`config.mk`:
```
export PLATFORM = sky130hd
export DESIGN_NAME = fetch_unit_flat
export DESIGN_NICKNAME = d
export VERILOG_FILES = /design/src/rtl/rv32i_pkg.sv /design/src/rtl/fetch_unit_if.sv /design/src/rtl/fetch_fifo.sv /design/src/rtl/fetch_unit.sv /design/src/flat_wrapper.sv
export SDC_FILE = /design/constraint.sdc
export NUM_CORES = 1
export LEC_CHECK = 0
export BUFFER_PORTS_ARGS = -buffer_cell sky130_fd_sc_hd__buf_2
export CORE_MARGIN = 3
export CORE_UTILIZATION = 45
export DETAILED_ROUTE_END_ITERATION = 16
export PLACE_DENSITY = 0.67
export REMOVE_ABC_BUFFERS = 1
export SLEW_MARGIN = 20
export SYNTH_ARGS = -nofsm -noshare
export SYNTH_HDL_FRONTEND = slang
export SYNTH_SLANG_ARGS = --single-unit
```
`constraint.sdc`:
```
create_clock -name clk -period 2.7 [get_ports clk]
set_input_delay 0.54 -clock clk [delete_from_list [all_inputs] [get_ports clk]]
set_output_delay 0.54 -clock clk [all_outputs]
set_load 0.02 [all_outputs]
```
`src/rtl/rv32i_pkg.sv`:
```
// Shared RV32I definitions: datapath width, boot address, fetch FSM states,
// major opcodes and a word-alignment helper.
package rv32i_pkg;

    localparam int              XLEN             = 32;
    localparam logic [XLEN-1:0] DEFAULT_RESET_PC = 32'h0000_0000;

    localparam logic [6:0] OP_LOAD   = 7'b0000011;
    localparam logic [6:0] OP_IMM    = 7'b0010011;
    localparam logic [6:0] OP_STORE  = 7'b0100011;
    localparam logic [6:0] OP_BRANCH = 7'b1100011;

    typedef enum logic [1:0] {
        BOOT  = 2'd0,
        FETCH = 2'd1,
        FLUSH = 2'd2
    } fetchState_t;

    function automatic logic [XLEN-1:0] wordAlign(input logic [XLEN-1:0] addr);
        return {addr[XLEN-1:2], 2'b00};
    endfunction

endpackage

```
`src/rtl/fetch_unit_if.sv`:
```
// Instruction-memory, redirect and decode handshake bundle of the fetch stage.
// The master modport is the fetch unit, the slave modport is its environment.
interface fetch_unit_if;
    import rv32i_pkg::*;

    logic            imem_req_valid;
    logic            imem_req_ready;
    logic [XLEN-1:0] imem_req_addr;
    logic            imem_rsp_valid;
    logic [XLEN-1:0] imem_rsp_data;
    logic            redirect_valid;
    logic [XLEN-1:0] redirect_target;
    logic            id_valid;
    logic            id_ready;
    logic [XLEN-1:0] id_instr;
    logic [6:0]      id_opcode;
    logic [XLEN-1:0] id_pc;

    modport master (
        output imem_req_valid, imem_req_addr, id_valid, id_instr, id_opcode, id_pc,
        input  imem_req_ready, imem_rsp_valid, imem_rsp_data,
               redirect_valid, redirect_target, id_ready
    );

    modport slave (
        input  imem_req_valid, imem_req_addr, id_valid, id_instr, id_opcode, id_pc,
        output imem_req_ready, imem_rsp_valid, imem_rsp_data,
               redirect_valid, redirect_target, id_ready
    );

endinterface

```
`src/rtl/fetch_fifo.sv`:
```
// Two-entry decode buffer holding {pc, instr}; the head entry is read straight
// from registers so decode sees data one cycle after the push.
module fetch_fifo
    import rv32i_pkg::*;
#(
    parameter int DEPTH = 2
) (
    input  logic              clk,
    input  logic              rst_n,
    input  logic              i_push,
    input  logic              i_pop,
    input  logic              i_clear,
    input  logic [2*XLEN-1:0] i_data,
    output logic [2*XLEN-1:0] o_head,
    output logic [1:0]        o_count
);

    logic [2*XLEN-1:0] r_mem [2];
    logic              r_rdPtr;
    logic              r_wrPtr;
    logic [1:0]        r_count;
    logic              w_doPush;
    logic              w_doPop;

    assign w_doPop  = i_pop && (r_count != 2'd0);
    assign w_doPush = i_push && ((r_count != 2'(DEPTH)) || w_doPop);

    always_ff @(posedge clk or negedge rst_n) begin
        if (!rst_n) begin
            r_mem[0] <= '0;
            r_mem[1] <= '0;
            r_rdPtr  <= 1'b0;
            r_wrPtr  <= 1'b0;
            r_count  <= 2'd0;
        end else if (i_clear) begin
            r_rdPtr <= 1'b0;
            r_wrPtr <= 1'b0;
            r_count <= 2'd0;
        end else begin
            if (w_doPush) begin
                r_mem[r_wrPtr] <= i_data;
                r_wrPtr        <= ~r_wrPtr;
            end
            if (w_doPop) begin
                r_rdPtr <= ~r_rdPtr;
            end
            r_count <= r_count + {1'b0, w_doPush} - {1'b0, w_doPop};
        end
    end

    assign o_head  = r_mem[r_rdPtr];
    assign o_count = r_count;

endmodule

```
`src/rtl/fetch_unit.sv`:
```
// In-order instruction fetch: at most two words in flight or buffered, with
// redirect handling that drops responses to requests issued before the branch.
module fetch_unit
    import rv32i_pkg::*;
#(
    parameter logic [XLEN-1:0] RESET_PC   = DEFAULT_RESET_PC,
    parameter int              FIFO_DEPTH = 2
) (
    input  logic         clk,
    input  logic         rst_n,
    fetch_unit_if.master bus
);

    fetchState_t       r_state;
    fetchState_t       w_stateNext;
    logic [XLEN-1:0]   r_pc;
    logic [XLEN-1:0]   r_tagPc;
    logic [XLEN-1:0]   w_pcNext;
    logic [XLEN-1:0]   w_tagPcNext;
    logic [1:0]        r_outstanding;
    logic [1:0]        r_stale;
    logic [1:0]        w_outNext;
    logic [1:0]        w_staleNext;
    logic [1:0]        w_cntNext;
    logic [1:0]        w_fifoCount;
    logic              r_reqValid;
    logic              w_reqValidNext;
    logic              w_reqFire;
    logic              w_rspAccept;
    logic              w_rspKeep;
    logic              w_redirect;
    logic              w_pop;
    logic              w_idValid;
    logic [2*XLEN-1:0] w_fifoHead;

    assign w_redirect  = bus.redirect_valid && (r_state != BOOT);
    assign w_reqFire   = r_reqValid && bus.imem_req_ready;
    assign w_rspAccept = bus.imem_rsp_valid && (r_outstanding != 2'd0);
    assign w_rspKeep   = w_rspAccept && (r_stale == 2'd0) && !w_redirect;
    assign w_idValid   = (w_fifoCount != 2'd0);
    assign w_pop       = w_idValid && bus.id_ready;
    assign w_outNext   = r_outstanding + {1'b0, w_reqFire} - {1'b0, w_rspAccept};
    assign w_cntNext   = w_redirect ? 2'd0 : (w_fifoCount + {1'b0, w_rspKeep} - {1'b0, w_pop});

    // r_tagPc tracks the address of the next non-stale response; requests are
    // sequential since the last redirect, so it only ever steps by one word.
    always_comb begin
        w_stateNext = r_state;
        w_staleNext = r_stale;
        w_pcNext    = r_pc;
        w_tagPcNext = r_tagPc;
        case (r_state)
            BOOT:    w_stateNext = FETCH;
            FETCH:   if (w_redirect) w_stateNext = FLUSH;
            FLUSH:   if (!w_redirect && (r_stale == 2'd0)) w_stateNext = FETCH;
            default: w_stateNext = BOOT;
        endcase
        if (w_redirect && (r_state == FETCH)) begin
            w_staleNext = w_outNext;
        end else if (w_rspAccept && (r_stale != 2'd0)) begin
            w_staleNext = r_stale - 2'd1;
        end
        if (w_redirect) begin
            w_pcNext    = wordAlign(bus.redirect_target);
            w_tagPcNext = wordAlign(bus.redirect_target);
        end else begin
            if (w_reqFire) w_pcNext = r_pc + 32'd4;
            if (w_rspKeep) w_tagPcNext = r_tagPc + 32'd4;
        end
        w_reqValidNext = (w_stateNext == FETCH) &&
                         (({1'b0, w_outNext} + {1'b0, w_cntNext}) < 3'd2);
    end

    always_ff @(posedge clk or negedge rst_n) begin
        if (!rst_n) begin
            r_state       <= BOOT;
            r_pc          <= RESET_PC;
            r_tagPc       <= RESET_PC;
            r_outstanding <= 2'd0;
            r_stale       <= 2'd0;
            r_reqValid    <= 1'b0;
        end else begin
            r_state       <= w_stateNext;
            r_pc          <= w_pcNext;
            r_tagPc       <= w_tagPcNext;
            r_outstanding <= w_outNext;
            r_stale       <= w_staleNext;
            r_reqValid    <= w_reqValidNext;
        end
    end

    fetch_fifo #(
        .DEPTH (FIFO_DEPTH)
    ) u_fifo (
        .clk     (clk),
        .rst_n   (rst_n),
        .i_push  (w_rspKeep),
        .i_pop   (w_pop),
        .i_clear (w_redirect),
        .i_data  ({r_tagPc, bus.imem_rsp_data}),
        .o_head  (w_fifoHead),
        .o_count (w_fifoCount)
    );

    assign bus.imem_req_valid = r_reqValid;
    assign bus.imem_req_addr  = r_pc;
    assign bus.id_valid       = w_idValid;
    assign bus.id_pc          = w_fifoHead[2*XLEN-1:XLEN];
    assign bus.id_instr       = w_fifoHead[XLEN-1:0];
    assign bus.id_opcode      = w_fifoHead[6:0];

endmodule

```
`src/flat_wrapper.sv`:
```
// flat-port wrapper written by rule: the top's interface ports become plain ports
module fetch_unit_flat import rv32i_pkg::*;
#(
    parameter logic [XLEN-1:0] RESET_PC   = DEFAULT_RESET_PC,
    parameter int              FIFO_DEPTH = 2
)
  (clk, rst_n, bus_imem_req_valid, bus_imem_req_addr, bus_id_valid, bus_id_instr, bus_id_opcode, bus_id_pc, bus_imem_req_ready, bus_imem_rsp_valid, bus_imem_rsp_data, bus_redirect_valid, bus_redirect_target, bus_id_ready);
  fetch_unit_if bus_i ();
  input  logic clk;
  input  logic rst_n;
  output wire logic [$bits(bus_i.imem_req_valid)-1:0] bus_imem_req_valid;
  output wire logic [$bits(bus_i.imem_req_addr)-1:0] bus_imem_req_addr;
  output wire logic [$bits(bus_i.id_valid)-1:0] bus_id_valid;
  output wire logic [$bits(bus_i.id_instr)-1:0] bus_id_instr;
  output wire logic [$bits(bus_i.id_opcode)-1:0] bus_id_opcode;
  output wire logic [$bits(bus_i.id_pc)-1:0] bus_id_pc;
  input wire logic [$bits(bus_i.imem_req_ready)-1:0] bus_imem_req_ready;
  input wire logic [$bits(bus_i.imem_rsp_valid)-1:0] bus_imem_rsp_valid;
  input wire logic [$bits(bus_i.imem_rsp_data)-1:0] bus_imem_rsp_data;
  input wire logic [$bits(bus_i.redirect_valid)-1:0] bus_redirect_valid;
  input wire logic [$bits(bus_i.redirect_target)-1:0] bus_redirect_target;
  input wire logic [$bits(bus_i.id_ready)-1:0] bus_id_ready;
  assign bus_imem_req_valid = bus_i.imem_req_valid;
  assign bus_imem_req_addr = bus_i.imem_req_addr;
  assign bus_id_valid = bus_i.id_valid;
  assign bus_id_instr = bus_i.id_instr;
  assign bus_id_opcode = bus_i.id_opcode;
  assign bus_id_pc = bus_i.id_pc;
  assign bus_i.imem_req_ready = bus_imem_req_ready;
  assign bus_i.imem_rsp_valid = bus_imem_rsp_valid;
  assign bus_i.imem_rsp_data = bus_imem_rsp_data;
  assign bus_i.redirect_valid = bus_redirect_valid;
  assign bus_i.redirect_target = bus_redirect_target;
  assign bus_i.id_ready = bus_id_ready;
  fetch_unit #(.RESET_PC(RESET_PC), .FIFO_DEPTH(FIFO_DEPTH)) u_core (.clk(clk), .rst_n(rst_n), .bus(bus_i));
endmodule
```
Word-level counts from Yosys, hierarchy flattened
Index checks and enable logic that the tools add are counted.
- flip-flop bits (word level): 203
- output and inout bits: 105
- logic and storage cells: 82
- $add $sub $neg: 10
- $lt $le $gt $ge: 4
- eq/ne operators: 4
- muxes and demuxes: 21
- bitwise gates (word level): 5
- reduce and logical (&&, ||, !) cells: 27
- operators with widths (operator ; count):
    64-bit two-way mux ; 4
    128-bit bitwise mux ; 1
    32-bit two-way mux ; 4
    32-bit by 3-bit adder with 32-bit output, second input constant ; 2
    64-bit demux with 1-bit select ; 1
    2-bit nonzero test ; 9
    1-bit logical AND ; 13
    2-bit two-way mux ; 6
    2-bit by 1-bit adder with 2-bit output ; 3
    2-bit case mux with 3 select lines ; 1
    2-bit by 1-bit subtractor with 2-bit output ; 3
    2-bit by 1-bit equality test with 1-bit output, second input constant ; 2
    2-bit greater-or-equal comparator, second input constant ; 2
    2-bit zero test ; 2
    1-bit two-way mux ; 4
    1-bit NOT with 2-bit output ; 2
    2-bit by 2-bit adder with 3-bit output ; 1
    3-bit by 2-bit less-than comparator with 1-bit output, second input constant ; 1
    1-bit NOT ; 3
    2-bit equality test, second input constant ; 1
    2-bit by 1-bit less-than comparator with 1-bit output, second input constant ; 1
    2-bit != test, second input constant ; 1
    2-bit AND reduction ; 1
    2-bit by 1-bit subtractor with 2-bit output, second input constant ; 1
    other kinds (2) ; 2

Longest topological paths before layout
Gate-level depths: netlist of the first run.
- word-level depth: 10
- depth in mapped cells: 10
- mapped depth without buffers: 10

Cells and area by module
From an unflattened synthesis of the first run, not the netlist that was laid out.
- cell total of the unflattened synthesis: 823
- area total of the unflattened synthesis: 10052.1 µm²
- modules (own cells, without submodules) (module ; times used ; cells an instance ; area each (µm²) ; seq. area each (µm²)):
    fetch_fifo ; 1 ; 363 ; 5969.5 ; 3303.2
    fetch_unit ; 1 ; 460 ; 4082.7 ; 1676.6

Least setup slack after synthesis of the first run
Ideal clock, no wire load.
- path kind: register to register
- from: reg u_core.u_fifo.r_count[1] (netlist: u_core.u_fifo.o_count[1])
- to: reg u_core.r_reqValid (netlist: u_core.bus.imem_req_valid)
- setup time: 0.088 ns
- arrival time: 2.453 ns
- path slack: 0.158 ns
- stages on the path, launching flop included: 11
- buffers on the path: 0
- period minus slack after synthesis: 2.542 ns
- path through: dfrtp_1 -> or2_2 -> and2_1 -> ha_1 -> inv_1 -> ha_1 -> xor2_1 -> xnor2_1 -> nor2_1 -> fa_1 -> nor3b_1
- word-level cells in the longest chain between the ends: 7
- elaborated cells on any way between the ends: 8
- those cells by class: add/sub (3); order compare (1); mux (1); reduce/logical (3)
- RTL lines (what ; RTL line ; text):
    start, declared ; fetch_fifo.sv:21 ; logic [1:0] r_count;
    start signal, assigned ; fetch_fifo.sv:47 ; r_count <= r_count + {1'b0, w_doPush} - {1'b0, w_doPop};
    2-bit nonzero test ; fetch_unit.sv:40 ; assign w_idValid = (w_fifoCount != 2'd0);
    net bus_id_valid ; flat_wrapper.sv:13 ; output wire logic [$bits(bus_i.id_valid)-1:0] bus_id_valid;
    1-bit logical AND ; fetch_unit.sv:41 ; assign w_pop = w_idValid && bus.id_ready;
    2-bit by 1-bit subtractor with 2-bit output ; fetch_unit.sv:43 ; assign w_cntNext = w_redirect ? 2'd0 : (w_fifoCount + {1'b0, w_rspKeep} - {1'b0, w_pop});
    2-bit two-way mux ; fetch_unit.sv:43 ;
    2-bit by 2-bit adder with 3-bit output ; fetch_unit.sv:71 ; (({1'b0, w_outNext} + {1'b0, w_cntNext}) < 3'd2);
    3-bit by 2-bit less-than comparator with 1-bit output ; fetch_unit.sv:71 ;
    1-bit logical AND ; fetch_unit.sv:70 ; w_reqValidNext = (w_stateNext == FETCH) &&
    net u_core.w_reqValidNext ; fetch_unit.sv:27 ; logic w_reqValidNext;
    end signal, assigned ; fetch_unit.sv:88 ; r_reqValid <= w_reqValidNext;
    end, declared ; fetch_unit.sv:26 ; logic r_reqValid;
The timed path passes the listed nets, and every way through them passes these cells.
A chain may end at the register's enable or synchronous reset.

Worst setup path in the final report of the first run
- from: reg u_core.u_fifo.r_count[1] (netlist: u_core.u_fifo.o_count[1])
- to: reg u_core.r_reqValid (netlist: u_core.bus.imem_req_valid)
- word-level cells in the longest chain between the ends: 7
- elaborated cells on any way between the ends: 8
- those cells by class: add/sub (3); order compare (1); mux (1); reduce/logical (3)
- RTL lines (what ; RTL line):
    parallel branches: the longest is 2 deep, another holds 2-bit by 1-bit adder with 2-bit output ; --
    2-bit by 1-bit subtractor with 2-bit output * ; fetch_unit.sv:43
    2-bit two-way mux * ; fetch_unit.sv:43
    2-bit by 2-bit adder with 3-bit output * ; fetch_unit.sv:71
    3-bit by 2-bit less-than comparator with 1-bit output * ; fetch_unit.sv:71
    1-bit logical AND * ; fetch_unit.sv:70
    net u_core.w_reqValidNext ; fetch_unit.sv:27
Mark *: on every way through the listed nets, which the timed path passes.

==> reports/qor.yml, run 1 <==
cp.arrival_ns: 2.96
layout.nets: 1055
synth.distinct_cells: 52
drtPass1Iterations: 5
antenna_cells: 0
via_per_inst: 5.57
wl_mm: 22.8
min_path_type: "primary input to asynchronous set/reset pin"
status: "completed"
io_buffer_count: 168
clock_latency_ns: 0.43
crit_start: "u_core.u_fifo.o_count[1]"
grt_pass1_wl_mm: 37.9
numCtsBuffers: 17
synthesis.area_sq_um: 9610
grt_max_degree: 71
syn_to_final_growth_pct: 18.9
coreArea_sq_um: 20600
netlist_instances: 817
route.detailed.drc: 0
drtIter0Drc: 494
clk_pin_slew_ns: 0.07
die_y_um: 152
avgRoutedWirePerCell_um: 18.2
tightest_slew_ns: 0.715
timing.hold.ws_ns: 0.0580
ios: 175
tns_ns: 0
final_area_sq_um: 11400
setup_slack_ns: 0.0801
start_util: 0.466
yosysSeqAreaShare: 0.508
finalHoldViolations: 0
synth_flop_cell: "dfrtp_1"
fmax_ghz: 0.382
hold_buffers: 0
ant_nets: 0
post-route-min-period_ns: 2.62
crit_fanout: 4
place_hpwl_mm: 16.1
rsz0062_at_grt: "false"
antenna_found_initial: 0
synth_area_per_cell_sq_um: 11.8
cts-root-buf: "clkbuf_16"
grt_pass1_vias: 7022
yosys_warnings: 0
vdd_ir_drop_max_v: 0.000647
cts_setup_buffers: 0
htree_levels: 4
report.final.slew_viol_count: 0
async_flop_share: 1.00
clkSinkCount: 195
clockBufferDepth: 2
slew_headroom: 0.519
critPathLaunchType: "flip-flop"
ys_ff_latch: 195
cp-end-kind: "flip-flop"
clock_skew_ns: 0.00815
cap_violations: 0
powerDensity_nw_per_um2: 1210
grt.total_usage: 0.199
required_ns: 3.04
vias: 6986
leakage_nw: 5.15
placementRows: 52
die_x_um: 152
dp_slack_ns: 0.114
timing.final.crit_share: 0.970
critical_path_class: "flip-flop to flip-flop"
die_area_sq_um: 23100
power_w: 0.0138
grt_overflow: 0
gp_congestion: 0.776
postPlaceCellArea_sq_um: 10800
synth_edf_count: 0
timing.rr.start: "u_core.u_fifo.o_count[1]"
drive_above_1_share: 0.425
setup_viol: 0
tritoncts: "done"
logic make-up after synthesis:
| family | synth area share |
|---|---|
| buffers and inverters | 0.0363 |
| multiplexers | 0.222 |
| AND/OR/NAND/NOR | 0.119 |
| adder cells (fa/ha/maj) | 0.0138 |
| flip-flops | 0.508 |
| XOR/XNOR | 0.0274 |
| AO/OA/AOI/OAI | 0.0727 |
| other | 0.000390 |
registers in the layout, summed over array words and instances, names as in the netlist:
name,cells
u_core.bus.imem_req_addr,30
u_core.bus.imem_req_valid,1
u_core.r_outstanding,2
u_core.r_stale,2
u_core.r_state,2
u_core.r_tagPc,30
u_core.u_fifo.o_count,2
u_core.u_fifo.r_mem,124
u_core.u_fifo.r_rdPtr,1
u_core.u_fifo.r_wrPtr,1
worst paths after layout:
check	endpoint	slack (ns)	cells after the start
min in group clk	u_core.u_fifo.r_mem[20]	0.35	2
worst min-delay path	u_core.u_fifo.r_mem[73]	0.06	1
worst min register to register	u_core.u_fifo.r_mem[49]	0.50	1
max in group asynchronous	u_core.u_fifo.r_mem[99]	1.87	2
worst max register to register	u_core.bus.imem_req_valid	0.08	10
worst max-delay path	u_core.bus.imem_req_valid	0.08	10
power by group:
part           total, W  switching, W  internal (W)
logic           0.00594       0.00323       0.00272
clock network   0.00249       0.00107       0.00143
registers       0.00537       0.00120       0.00417
cell type report:
cell class                      instances  area [sq um]
Fill cell                            1801          9210
Sequential cell                       195          4880
Multi-Input combinational cell        549          4410
Timing Repair Buffer                  193          1140
Clock buffer                           22           474
Tap cell                              270           338
Clock inverter                          7           100
Inverter                               19          71.3
what timing repair did:
item                                    4_1_cts  5_1_grt
resized for setup                             0        1
hold endpoints to repair                      0        0
endpoints found under the setup margin        0        1
Yosys cell counts, drive strengths merged, types with 10 or more instances:
cell / count / area (sq um)
nand2: 32 / 120
mux2: 187 / 2110
nand3: 30 / 155
nor3: 13 / 65.1
or3: 15 / 93.8
or4: 19 / 143
o21ai: 11 / 55.1
nor2: 44 / 168
a31oi: 22 / 138
inv: 19 / 71.3
dfrtp: 195 / 4880
nand4: 17 / 121
buf: 35 / 194
clkbuf: 22 / 83.8
a21oi: 30 / 150
o31ai: 10 / 75.1
and3: 12 / 75.1
xnor2: 21 / 184
o211ai: 10 / 80.1
per-layer routing:
metal	routed length, um	global-route usage	vias to the layer above
met4	161	0.0428	0
met2	10900	0.316	180
met1	10500	0.279	3495
met5	0	0	-
li1	-	-	3302
met3	1290	0.0495	9
through the flow:
step                 util  cells
CTS                 0.553   1255
global route        0.554   1255
global placement    0.526   1226
finish              0.554   1255
detailed placement  0.526   1226
floorplan               -    763
critical path, cell delays in order, from the launching register on:
cell and delay [ns]:
dfrtp_1 0.42, or2_2 0.32, and2_1 0.20, ha_1 0.28
inv_1 0.04, ha_1 0.19, xor2_1 0.15, xnor2_1 0.18
nor2_2 0.07, fa_1 0.48, nor3b_1 0.21
cells in the final DEF (no fill, tap or decap), types with 9 or more instances in the layout:
| master | instances |
|---|---|
| a21oi_1 | 30 |
| a31oi_1 | 22 |
| and3_1 | 12 |
| buf_2 | 167 |
| buf_4 | 17 |
| clkbuf_16 | 17 |
| dfrtp_1 | 194 |
| ha_1 | 9 |
| inv_1 | 19 |
| mux2_2 | 186 |
| nand2_1 | 32 |
| nand3_1 | 29 |
| nand4_1 | 16 |
| nor2_1 | 42 |
| nor3_1 | 13 |
| o211ai_1 | 9 |
| o21ai_0 | 10 |
| o31ai_1 | 10 |
| or3_1 | 15 |
| or4_1 | 19 |
| xnor2_1 | 21 |
| xor2_1 | 9 |
Power figures use the tool's default switching activity.
==> run 2, diff against run 1 <==
PLACE_DENSITY = 0.66   (was 0.67)
SYNTH_HIERARCHICAL = 1   (was not set)
==> reports/qor.yml, run 2 <==
crit_chain: "inv_1 > ha_2 > o211ai_1 > nor2_1 > inv_1 > ha_1 > inv_1 > ha_2 > xor2_1 > xnor2_1 > nor2_1 > fa_1 > nor3b_2"  # was or2_2 > and2_1 > ha_1 > inv_1 > ha_1 > xor2_1 > xnor2_1 > nor2_2 > fa_1 > nor3b_1
rsz0062_at_grt: "true"  # was false
ys_ff_latch: 199  # was 195
crit_slowest_cell: "fa_1"  # unchanged
tightest_slew_ns: 0.879  # was 0.715 ns
synth_xor_area_frac: 0.0218  # was 0.0274
timing.final.crit_share: 0.961  # was 0.970
start_util: 0.459  # was 0.466
status: "completed"  # unchanged
synth-adder-area-share: 0.0132  # was 0.0138
critPathMaxStageDelay_ns: 0.50  # was 0.48 ns
path_buf_inv: 3  # was 1
worst_r2r_path_depth: 13  # was 10
timing.rr.start: "u_core/r_stale[0]"  # was u_core.u_fifo.o_count[1]
cp.arrival_ns: 2.95  # was 2.96 ns
use_met2: 0.301  # was 0.316
synthesis.area_sq_um: 10100  # was 9610 sq um
synth_compound_area_frac: 0.0717  # was 0.0727
drtIter0Drc: 463  # was 494
die_area_sq_um: 24200  # was 23100 sq um
setup_viol: 0  # unchanged
crit_end: "u_core/bus.imem_req_valid"  # was u_core.bus.imem_req_valid
syn_to_final_growth_pct: 17.4  # was 18.9%
power_w: 0.0140  # was 0.0138 W
grt_max_degree: 87  # was 71
finalHoldViolations: 0  # unchanged
via_per_inst: 5.66  # was 5.57
io_buffer_count: 170  # was 168
crit_fanout: 2  # was 4
vdd_ir_drop_max_v: 0.000715  # was 0.000647 V
grt_pass1_wl_mm: 39.3  # was 37.9 mm
tns_ns: 0  # unchanged
ff_latch_area_sq_um: 4980  # was 4880 sq um
r2r_end: "u_core/bus.imem_req_valid"  # was u_core.bus.imem_req_valid
final_common_cell: "dfrtp_1"  # unchanged
synth_largest_area_cell: "dfrtp_1"  # unchanged
vias: 7214  # was 6986
muxShareOfSynthArea: 0.241  # was 0.222
numCtsBuffers: 17  # unchanged
post-route-min-period_ns: 2.60  # was 2.62 ns
cts-root-buf: "clkbuf_16"  # unchanged
clk_pin_slew_ns: 0.08  # was 0.07 ns
grt_use_met3: 0.0420  # was 0.0495
coreArea_sq_um: 21900  # was 20600 sq um
postPlaceCellArea_sq_um: 11200  # was 10800 sq um
path_common_cell: "inv_1"  # was ha_1
top_register: "u_core/u_fifo/r_mem"  # was u_core.u_fifo.r_mem
htree_levels: 4  # unchanged
yosysSeqAreaShare: 0.495  # was 0.508
die_y_um: 155  # was 152 um
antenna_cells: 0  # unchanged
crit_start: "u_core/r_stale[0]"  # was u_core.u_fifo.o_count[1]
synth_top_family_by_area: "multiplexers"  # unchanged
synth_flop_cell: "dfrtp_1"  # unchanged
clock_skew_ns: 0.0112  # was 0.00815 ns
clkSinkCount: 199  # was 195
slew_headroom: 0.414  # was 0.519
grt_pass1_vias: 7054  # was 7022
clock_latency_ns: 0.43  # about the same
clockBufferDepth: 2  # unchanged
yosys.area_share.simple: 0.118  # was 0.119
grt_overflow: 0  # unchanged
route.detailed.drc: 0  # unchanged
drive_above_1_share: 0.428  # was 0.425
synth_common_cells: "199 x dfrtp_1, 129 x mux2_2, 60 x mux2_4"  # was 195 x dfrtp_1, 186 x mux2_2, 43 x nor2_1
hold_buffers: 0  # unchanged
tritoncts: "done"  # unchanged
final_cells: 1274  # was 1255
synth.distinct_cells: 53  # was 52
report.final.slew_viol_count: 0  # unchanged
ios: 175  # unchanged
place_inst: 1243  # was 1226
layout.nets: 1062  # was 1055
leakage_nw: 5.29  # was 5.15 nW
multi_input_area_sq_um: 4740  # was 4410 sq um
die_x_um: 155  # was 152 um
placementRows: 54  # was 52
ff2ff_setup_slack_ns: 0.10  # was 0.08 ns
use_met1: 0.306  # was 0.279
powerDensity_nw_per_um2: 1180  # was 1210 nW/um^2
nFillCells: 1913  # was 1801
busiest_layer: "met1"  # was met2
drtPass1Iterations: 5  # unchanged
cp.depth: 13  # was 10
netlist_instances: 823  # was 817
postCtsResizedCells: 0  # unchanged
cp-end-kind: "flip-flop"  # unchanged
critical_path_class: "flip-flop to flip-flop"  # unchanged
timing.hold.ws_ns: 0.0970  # was 0.0580 ns
min_path_type: "primary input to asynchronous set/reset pin"  # unchanged
async_flop_share: 1.00  # unchanged
ant_nets: 0  # unchanged
gp_congestion: 0.805  # was 0.776
yosys_warnings: 6  # was 0
synth_area_per_cell_sq_um: 12.2  # was 11.8 sq um
largest_register_ffs: 128  # was 124
synth_top_area_share: 0.495  # was 0.508
critPathLaunchType: "flip-flop"  # unchanged
cap_violations: 0  # unchanged
cp_top_family: "adder cells"  # unchanged
synth.area.top_cells: "dfrtp_1 50%, mux2_2 14%, mux2_4 9.0%, or4_1 1.9%, a31oi_1 1.9%"  # was dfrtp_1 51%, mux2_2 22%, xnor2_1 1.9%, nor2_1 1.7%, a21oi_1 1.6%
final_area_sq_um: 11800  # was 11400 sq um
synth_most_common_cell: "dfrtp_1"  # unchanged
grt.total_usage: 0.204  # was 0.199
required_ns: 3.05  # was 3.04 ns
fmax_ghz: 0.385  # was 0.382 GHz
avgRoutedWirePerCell_um: 19.2  # was 18.2 um
synth_edf_count: 0  # unchanged
antenna_found_initial: 0  # unchanged
cts_setup_buffers: 0  # unchanged
layout_common_cells: "198 x dfrtp_1, 169 x buf_2, 129 x mux2_2"  # was 194 x dfrtp_1, 186 x mux2_2, 167 x buf_2
place_hpwl_mm: 17.0  # was 16.1 mm
wl_mm: 24.4  # was 22.8 mm
run 2: per-layer routing:
layer,part of all wire,vias to the layer above
met5,0,-
met4,0.018,0
met3,0.062,29
met2,0.44,245
met1,0.48,3592
li1,-,3348
run 2: cell type report:
class | instances | share of cell area
flip-flops and latches | 199 | 0.422
multi-input cells | 559 | 0.402
repair buffers | 190 | 0.0940
clock buffers | 17 | 0.0360
well taps | 280 | 0.0297
clock inverters | 14 | 0.0118
inverters | 15 | 0.00477
run 2: logic make-up after synthesis:
family          count (synthesis)
simple gates                  214
xor+xnor                       25
compound gates                109
fa+ha+maj                      10
mux                           195
flops                         199
buf+inv                        70
other cells                     1
run 2: where the power goes:
group,switching (W),leakage (nW),internal [W]
sequential,0.00121,2.43,0.00430
clock,0.00125,0.275,0.00123
combinational,0.00322,2.58,0.00278
run 2: stage by stage:
stage          utilization  worst slack, ns
4_1_cts              0.539           0.0673
6_report             0.539            0.104
5_1_grt              0.539          -0.0356
3_5_place_dp         0.513          -0.0129
2_1_floorplan            -            -5.13
3_3_place_gp         0.513            0.118
run 2: how the worst min path moves through the flow:
stage	start	to	slack, ns	cells past startpoint
2_1_floorplan	rst_n	u_core/bus.imem_req_addr[10]	0.24	0
3_3_place_gp	u_core/u_fifo/r_mem[1]	u_core/u_fifo/r_mem[1]	0.46	1
3_5_place_dp	u_core/u_fifo/r_mem[2]	u_core/u_fifo/r_mem[2]	0.47	1
4_1_cts	rst_n	u_core/u_fifo/r_mem[80]	0.12	1
5_1_grt	rst_n	u_core/u_fifo/r_mem[85]	0.14	1
6_report	rst_n	u_core/u_fifo/r_mem[80]	0.1	1
